`config.mk`:
```
export PLATFORM = sky130hd
export DESIGN_NAME = muldiv_seq
export DESIGN_NICKNAME = d
export VERILOG_FILES = /design/src/rtl/muldiv_seq.sv
export SDC_FILE = /design/constraint.sdc
export NUM_CORES = 1
export LEC_CHECK = 0
export ABC_CLOCK_PERIOD_IN_PS = 6050
export BUFFER_PORTS_ARGS = -buffer_cell sky130_fd_sc_hd__buf_2
export CAP_MARGIN = 20
export CORE_MARGIN = 4
export CORE_UTILIZATION = 40
export CTS_CLUSTER_SIZE = 12
export DETAILED_ROUTE_END_ITERATION = 16
export PLACE_DENSITY = 0.65
export RECOVER_POWER = 100
export REMOVE_ABC_BUFFERS = 1
export SLEW_MARGIN = 20
export SYNTH_ARGS = -nofsm -noshare
export SYNTH_HDL_FRONTEND = slang
export SYNTH_SLANG_ARGS = --single-unit
```
`constraint.sdc`:
```
create_clock -name clk -period 6.05 [get_ports clk]
set_clock_uncertainty 0.1 [all_clocks]
set_input_delay 1.5125 -clock clk [delete_from_list [all_inputs] [get_ports clk]]
set_output_delay 1.5125 -clock clk [all_outputs]
set_load 0.05 [all_outputs]
```
`src/rtl/muldiv_seq.sv`:
```
// muldiv_seq: iterative RV32M multiply/divide sequencer that sits beside the
// EX-stage ALU. Each operation takes XLEN iterations, one bit per clock:
// a shift-add multiply for MUL/MULHU and a restoring divide for DIVU/REMU.
// While an operation is in flight, stall_ex holds the EX stage. The EX stage
// takes result in the single cycle that done is high.
//
// Timing, with E0 the edge that accepts start:
//   E1..E(XLEN)  RUN iterations; result is registered at E(XLEN)
//   cycle after  DONE: done=1, busy=1, stall_ex=0
//   next edge    back to IDLE
// A divide by zero with DIV0_FAST=1 registers its result at E1 instead.

module muldiv_seq #(
  parameter int XLEN      = 32,
  parameter bit DIV0_FAST = 1'b1
) (
  input  logic            clk,
  input  logic            reset_n,
  input  logic            start,
  input  logic [1:0]      op,
  input  logic [XLEN-1:0] rs1,
  input  logic [XLEN-1:0] rs2,
  input  logic            flush,
  output logic            busy,
  output logic            stall_ex,
  output logic            done,
  output logic [XLEN-1:0] result
);

  // op encoding: op[1] selects divide, op[0] selects the "other half"
  // (MULHU high word / REMU remainder).
  localparam logic [1:0] OP_MUL   = 2'b00;
  localparam logic [1:0] OP_MULHU = 2'b01;
  localparam logic [1:0] OP_DIVU  = 2'b10;
  localparam logic [1:0] OP_REMU  = 2'b11;

  localparam int CW = (XLEN > 1) ? $clog2(XLEN) : 1;
  localparam logic [CW-1:0] LAST_CNT = CW'(XLEN - 1);

  typedef enum logic [1:0] {
    S_IDLE = 2'b00,
    S_RUN  = 2'b01,
    S_DONE = 2'b10
  } state_t;

  state_t          state_q;
  logic [CW-1:0]   cnt_q;
  logic [1:0]      op_q;
  // Multiply: hi_q:lo_q is the 2*XLEN accumulator. lo_q starts as the
  // multiplier, and product bits shift in from the top as it drains.
  // Divide:   hi_q is the partial remainder. lo_q starts as the dividend,
  // and quotient bits shift in from the bottom.
  logic [XLEN-1:0] hi_q;
  logic [XLEN-1:0] lo_q;
  // Multiplicand for multiply, divisor for divide.
  logic [XLEN-1:0] b_q;

  // Combinational next-iteration datapath.
  logic [XLEN:0]   mul_sum;
  logic [XLEN-1:0] mul_hi_next;
  logic [XLEN-1:0] mul_lo_next;
  logic [XLEN:0]   div_sh;
  logic [XLEN:0]   div_sub;
  logic            div_ge;
  logic [XLEN-1:0] div_hi_next;
  logic [XLEN-1:0] div_lo_next;
  logic [XLEN-1:0] hi_next;
  logic [XLEN-1:0] lo_next;
  logic [XLEN-1:0] fin_result;
  logic [XLEN-1:0] div0_result;
  logic            is_div;
  logic            div0_fast_hit;
  logic            last_iter;

  // One multiply or divide step, computed from the current registers.
  always_comb begin
    // NOTE: give every always_comb output a default first, so no path can
    // leave it unassigned and infer a latch.
    mul_hi_next = '0;
    mul_lo_next = '0;
    div_hi_next = '0;
    div_lo_next = '0;

    // Shift-add multiply. The XLEN+1-bit sum keeps the carry, and that carry
    // becomes the new MSB after the right shift.
    mul_sum = {1'b0, hi_q} + {1'b0, b_q};
    if (lo_q[0]) begin
      mul_hi_next = mul_sum[XLEN:1];
      mul_lo_next = {mul_sum[0], lo_q[XLEN-1:1]};
    end else begin
      mul_hi_next = {1'b0, hi_q[XLEN-1:1]};
      mul_lo_next = {hi_q[0], lo_q[XLEN-1:1]};
    end

    // Restoring divide. Shift the next dividend bit into the remainder and
    // try the subtract. The shifted remainder is below 2*divisor, so the top
    // bit of the XLEN+1-bit difference is a clean borrow flag.
    div_sh  = {hi_q, lo_q[XLEN-1]};
    div_sub = div_sh - {1'b0, b_q};
    div_ge  = ~div_sub[XLEN];
    div_hi_next = div_ge ? div_sub[XLEN-1:0] : div_sh[XLEN-1:0];
    div_lo_next = {lo_q[XLEN-2:0], div_ge};
  end

  // Select the active datapath and form the value written to result.
  always_comb begin
    is_div  = op_q[1];
    hi_next = is_div ? div_hi_next : mul_hi_next;
    lo_next = is_div ? div_lo_next : mul_lo_next;

    // MUL and DIVU take the low register; MULHU and REMU take the high one.
    unique case (op_q)
      OP_MUL:   fin_result = lo_next;
      OP_MULHU: fin_result = hi_next;
      OP_DIVU:  fin_result = lo_next;
      OP_REMU:  fin_result = hi_next;
      default:  fin_result = '0;
    endcase

    // On the first RUN edge, lo_q still holds the untouched dividend. That
    // gives REMU-by-zero its rs1 result without waiting.
    div0_result   = op_q[0] ? lo_q : '1;
    div0_fast_hit = DIV0_FAST && is_div && (b_q == '0);
    last_iter     = (cnt_q == LAST_CNT);
  end

  // Hold EX from the request cycle through the last RUN cycle. The DONE
  // cycle is left unstalled so EX can consume the result.
  assign stall_ex = (start && (state_q == S_IDLE) && !flush) || (state_q == S_RUN);

  // Sequencer FSM together with its datapath registers and registered outputs.
  always_ff @(posedge clk or negedge reset_n) begin
    // NOTE: sequential state uses non-blocking assignments only, so every
    // register samples values from before the edge regardless of order.
    if (!reset_n) begin
      state_q <= S_IDLE;
      cnt_q   <= '0;
      op_q    <= OP_MUL;
      hi_q    <= '0;
      lo_q    <= '0;
      b_q     <= '0;
      busy    <= 1'b0;
      done    <= 1'b0;
      result  <= '0;
    end else if (flush) begin
      // Abort from any state. result keeps its value and no done pulse occurs.
      state_q <= S_IDLE;
      cnt_q   <= '0;
      busy    <= 1'b0;
      done    <= 1'b0;
    end else begin
      unique case (state_q)
        S_IDLE: begin
          done <= 1'b0;
          if (start) begin
            op_q  <= op;
            hi_q  <= '0;
            cnt_q <= '0;
            // The divide iterates on the dividend, and the multiply iterates
            // on the multiplier (rs2).
            lo_q  <= op[1] ? rs1 : rs2;
            b_q   <= op[1] ? rs2 : rs1;
            busy    <= 1'b1;
            state_q <= S_RUN;
          end
        end

        S_RUN: begin
          hi_q  <= hi_next;
          lo_q  <= lo_next;
          cnt_q <= cnt_q + CW'(1);
          if (div0_fast_hit) begin
            result  <= div0_result;
            done    <= 1'b1;
            state_q <= S_DONE;
          end else if (last_iter) begin
            result  <= fin_result;
            done    <= 1'b1;
            state_q <= S_DONE;
          end
        end

        S_DONE: begin
          // A start seen in this cycle is deliberately dropped.
          done    <= 1'b0;
          busy    <= 1'b0;
          cnt_q   <= '0;
          state_q <= S_IDLE;
        end

        default: begin
          done    <= 1'b0;
          busy    <= 1'b0;
          cnt_q   <= '0;
          state_q <= S_IDLE;
        end
      endcase
    end
  end

endmodule
```
Word-level counts from Yosys, hierarchy flattened
Cells that the tools add are included.
{"block": "classes", "n_eq_ne": 9, "reduce_logical": 17, "bitwise": 2, "addsub": 3, "n_mux": 30}
{"op": "$mux 32", "count": 12}
{"op": "$pmux 32 s2", "count": 3}
{"op": "$add 32x32->33", "count": 1}
{"op": "$sub 33x32->33", "count": 1}
{"op": "$logic_not 32->1", "count": 1}
{"op": "$mux 5", "count": 2}
{"op": "$pmux 5 s2", "count": 1}
{"op": "$reduce_and 3->1", "count": 3}
{"op": "$mux 2", "count": 4}
{"op": "$mux 1", "count": 6}
{"op": "$add 5x1->5 const B", "count": 1}
{"op": "$eq 5x5->1 const B", "count": 1}
{"op": "$eq 2x1->1 const B", "count": 2}
{"op": "$eq 2x2->1 const B", "count": 2}
{"op": "$logic_not 2->1", "count": 2}
{"op": "$ne 2x2->1 const B", "count": 2}
{"op": "$ne 4x4->1 const B", "count": 1}
{"op": "$pmux 2 s2", "count": 1}
{"op": "$reduce_and 2->1", "count": 2}
{"op": "$reduce_bool 2->1", "count": 2}
{"op": "$reduce_or 2->1", "count": 2}
{"op": "$logic_and 1x1->1", "count": 3}
{"op": "$ne 3x3->1 const B", "count": 1}
{"op": "$not 1->1", "count": 2}
{"op": "other kinds (3)", "count": 3}
{"block": "totals", "inputBits": 70, "reg_bits": 139, "out_inout_bits": 35}

Depth between registers and ports, before layout
{"block": "logic_depth", "word_depth": 6, "mapped_depth": 16}

Least setup slack after synthesis
OpenSTA, ideal clock, no wires.
{"block": "synth_path", "kind": "in2out", "startpoint": "in flush", "endpoint": "out stall_ex", "t_arrival_ps": 2253, "cell_stages": 3, "setup_slack_ps": 2184, "path_cell_list": "inv_1 > a21oi_1 > nor2_1"}
{"block": "synth_between", "elab_chain_len": 3}
{"element": "start, declared", "line_no": "23", "text": "input logic flush,"}
{"element": "$logic_not 1->1", "line_no": "129", "text": "assign stall_ex = (start && (state_q == S_IDLE) && !flush) || (state_q == S_RUN);"}
{"element": "$logic_and 1x1->1", "line_no": "129"}
{"element": "$logic_or 1x1->1", "line_no": "129"}
{"element": "end, declared", "line_no": "25", "text": "output logic stall_ex,"}
No other way between the ends.

Worst setup path after layout
{"block": "layout_path", "startpoint": "reg lo_q[31]", "endpoint": "reg result[18]"}
{"block": "layout_between", "elab_chain_len": 6}
{"element": "start, declared", "line_no": "54", "text": "logic [XLEN-1:0] lo_q;"}
{"element": "start signal, assigned", "line_no": "161", "text": "lo_q <= op[1] ? rs1 : rs2;"}
{"element": "start signal, assigned", "line_no": "170", "text": "lo_q <= lo_next;"}
{"element": "$sub 33x32->33", "line_no": "99", "text": "div_sub = div_sh - {1'b0, b_q};"}
{"element": "$mux 32", "line_no": "101", "text": "div_hi_next = div_ge ? div_sub[XLEN-1:0] : div_sh[XLEN-1:0];"}
{"element": "$mux 32", "line_no": "108", "text": "hi_next = is_div ? div_hi_next : mul_hi_next;"}
{"element": "$pmux 32 s2", "line_no": "112", "text": "unique case (op_q)"}
{"element": "$mux 32", "line_no": "176", "text": "end else if (last_iter) begin"}
{"element": "$mux 32", "line_no": "172", "text": "if (div0_fast_hit) begin"}
{"element": "end signal, assigned", "line_no": "173", "text": "result <= div0_result;"}
{"element": "end signal, assigned", "line_no": "177", "text": "result <= fin_result;"}
{"element": "end, declared", "line_no": "27", "text": "output logic [XLEN-1:0] result"}
No other way between the ends. The select of a mux whose other input is x is not followed.
A chain may end at the register's enable or synchronous reset.

==> results.md <==
* Ys Warns at 0
* Final min period at 4960 ps
* Row count at 62
* Max Cap Viol at 6
* First-pass GRT wire length at 62300 um
* Unique masters post-synth at 77
* Detailed Place HPWL at 28400 um
* Pins Over Slew Limit at 270
* CP cell instances: inv_1 -> ha_1 -> inv_1 -> fa_1 -> a211oi_1 -> o21ai_0 -> nand4_1 -> nand3_1 -> a311oi_1 -> xnor2_1 -> buf_4 -> a21oi_1 -> a21boi_0 -> or3_1 -> a31oi_1
* Setup TNS at 0 ps
* EDFF count, synth at 0
* Initial antenna violation count at 0
* Flops & latches, synth at 139
* Initial core utilization at 40.8%
* H-tree depth at 4
* CTS resizes at 0
* Max_slew headroom at -51.0%
* Crit-path leading delay family: compound AO/OA/AOI/OAI gates
* Hold_buf cts at 0
* Clock Path Buffers at 2
* Hold wc startpoint: busy
* Synthesized area at 0.0118 mm2
* FFs w/ async S/R, synth at 100%
* CP Capture Type: register
* Synth-to-Final Area Change at 10.7%
* Maximum vdd drop at 0.186 mV
* R2R Path End: result[18]
* Crit start category: register
* CORE AREA at 0.0289 mm2
* Syn Inst Count at 1471
* Routed WL at 39200 um
* TritonRoute pass-1 iters at 5
* Fmax at 0.202 GHz
* Vias in the first global route at 11120
* Vias per inst at 6.01
* GRT Overall Usage at 23.5%
* Commonest non-fill, non-tap cells in the layout: nand2_1 (166), a21oi_1 (163), nor2_1 (138), dfrtp_1 (138), o21ai_0 (103)
* Worst skew pair latency at 440 ps
* CP peak stage delay at 1140 ps
* # Post-CTS Setup Buffers at 0
* Initial DRC Count at 1145
* Final Hold Violating Endpoints at 0
* Chip height at 180 um
* # DRC at 0
* Status: finished with violations
* DR vias at 11521
* Crit path buf inv count at 3
* Hold Crit Class: register to register
* Routed length per instance at 20.5 um
* Pwr Total at 5.34 mW
* Final #Nets at 1657
* DRT antenna net count at 0
* Clock transition at path regs at 70 ps
* RSZ-0062 raised after global routing: no
* Worst EP arrival at 5200 ps
* PwrDens at 408 mW/mm2
* Failing checks: max-capacitance violations, max-slew violations
* Largest net degree at the start of global routing at 66
* RR Startpoint: lo_q[31]
* Worst Tran Pin Value at 2260 ps
* GPL Wtd Cong at 0.944
* Leading cell type in the layout, fill and taps excluded: nand2_1
* Reg2reg setup slack at 1090 ps
* Syn Area/Cell at 8.03 um2
* Top FF cell, synth: dfrtp_1
* Seq/Total Area, Yosys at 29.4%
* IO Count at 105
* Die span in x at 180 um
* Layout cells sized above 1 at 10.2%
* Top cell by count, worst path: inv_1
* Gr ovfl total at 0
* Setup CP Type: register to register
* Critical Path RT at 6300 ps
* CTS tree: yes
* LEAKAGE at 6.01 nW
* Clock sinks at 139
* Final setup vio count at 0
* Period utilization at 82.0%
* Critical-path top delay cell: xnor2_1
* Die Area at 0.0324 mm2
* Clock root cell: clkbuf_16
* WHS Path Cells at 1
* Worst reg2reg path depth at 15
* Cts bufs inserted at 17
* CP Max Fanout at 18
* Port Buf Inserts at 104
* Hold endpoint: busy
[synthesized netlist by cell type, types with 5 or more instances]
master	count	share of area, %
nand4_1	6	0.32
a32o_1	9	0.76
o21ai_1	33	1.4
o211ai_1	14	0.89
o2111ai_1	5	0.37
o21bai_1	9	0.57
a211oi_1	25	1.6
nand2_1	166	5.3
or3_1	8	0.42
and3_1	12	0.64
o21a_1	9	0.57
inv_1	46	1.5
a21o_1	37	2.4
a21oi_1	163	6.9
xor2_1	22	1.6
xnor2_1	26	1.9
buf_1	16	0.51
dfrtp_1	139	29
nor2_1	138	4.4
nand3b_1	7	0.44
or4_1	5	0.32
a31oi_1	17	0.90
a22o_1	18	1.3
nand3_1	27	1.1
o21ai_0	89	3.8
ha_1	66	7.0
clkbuf_1	68	2.2
nor2b_1	14	0.74
buf_2	7	0.30
nor3_1	30	1.3
nand2b_1	8	0.42
mux2_2	31	3.0
and2_1	5	0.26
nor4_1	9	0.48
mux2i_1	91	7.7
o31ai_1	13	0.83
[where the power goes]
| group | switching, mW | total (mW) | internal [mW] |
|---|---|---|---|
| clock network | 0.458 | 1.06 | 0.603 |
| logic | 1.76 | 2.90 | 1.14 |
| registers | 0.280 | 1.37 | 1.09 |
| total | 2.50 | 5.34 | 2.84 |
[logic make-up (layout without fill, tap and decap cells)]
kind of cell | after synthesis | after routing | share of synthesized area (%)
flip-flops | 139 | 139 | 29.4
AO/OA/AOI/OAI | 502 | 502 | 27.0
buffers and inverters | 143 | 204 | 4.78
adder cells (fa/ha/maj) | 68 | 68 | 7.33
other | 0 | 1 | 0
AND/OR/NAND/NOR | 448 | 448 | 17.1
multiplexers | 122 | 122 | 10.7
XOR/XNOR | 49 | 49 | 3.70
[sequential cells by signal, indices dropped and copies added, names as in the netlist]
signal / cells
busy: 1
lo_q: 32
state_q: 2
result: 32
hi_q: 32
done: 1
op_q: 2
b_q: 32
cnt_q: 5
[worst max-delay path by stage]
stage / start / to / slack [ps] / cells after the start
4_1_cts: lo_q[31] / result[18] / 1890 / 15
6_report: lo_q[31] / result[18] / 1090 / 15
3_3_place_gp: lo_q[31] / result[18] / 2070 / 15
5_1_grt: lo_q[31] / result[18] / 850 / 15
2_1_floorplan: flush / op_q[0] / -320 / 3
3_5_place_dp: lo_q[31] / result[18] / 1940 / 15
[final cells by class]
| cell class | instances | area [um2] |
|---|---|---|
| Timing Repair Buffer | 123 | 596 |
| Tap cell | 384 | 480 |
| Multi-Input combinational cell | 1189 | 7760 |
| Antenna cell | 1 | 2.50 |
| Clock buffer | 21 | 470 |
| Clock inverter | 11 | 109 |
| Inverter | 49 | 184 |
| Sequential cell | 139 | 3480 |
| Fill cell | 2876 | 15900 |
[metrics by stage]
step | utilization, % | hold slack [ps] | std cells | setup WS, ps | instance area (um2)
after global routing | 45.2 | 413 | 1916 | 846 | 13100
after global placement | 43.7 | 359 | 1884 | 2070 | 12600
final | 45.2 | 387 | 1917 | 1090 | 13100
after floorplan | - | 377 | 1377 | -319 | 11400
after CTS | 45.7 | 384 | 1916 | 1890 | 13200
after detailed placement | 43.7 | 367 | 1884 | 1940 | 12600
[per-layer routing]
layer / wire length, um / vias to the layer above / global-route usage, %
met5: 0 / - / 0
met4: 947 / 0 / 7.89
met3: 2450 / 68 / 3.38
met2: 18200 / 410 / 37.6
met1: 17600 / 5551 / 32.7
li1: - / 5492 / -
Note: power is estimated with default switching activity, not from simulation.
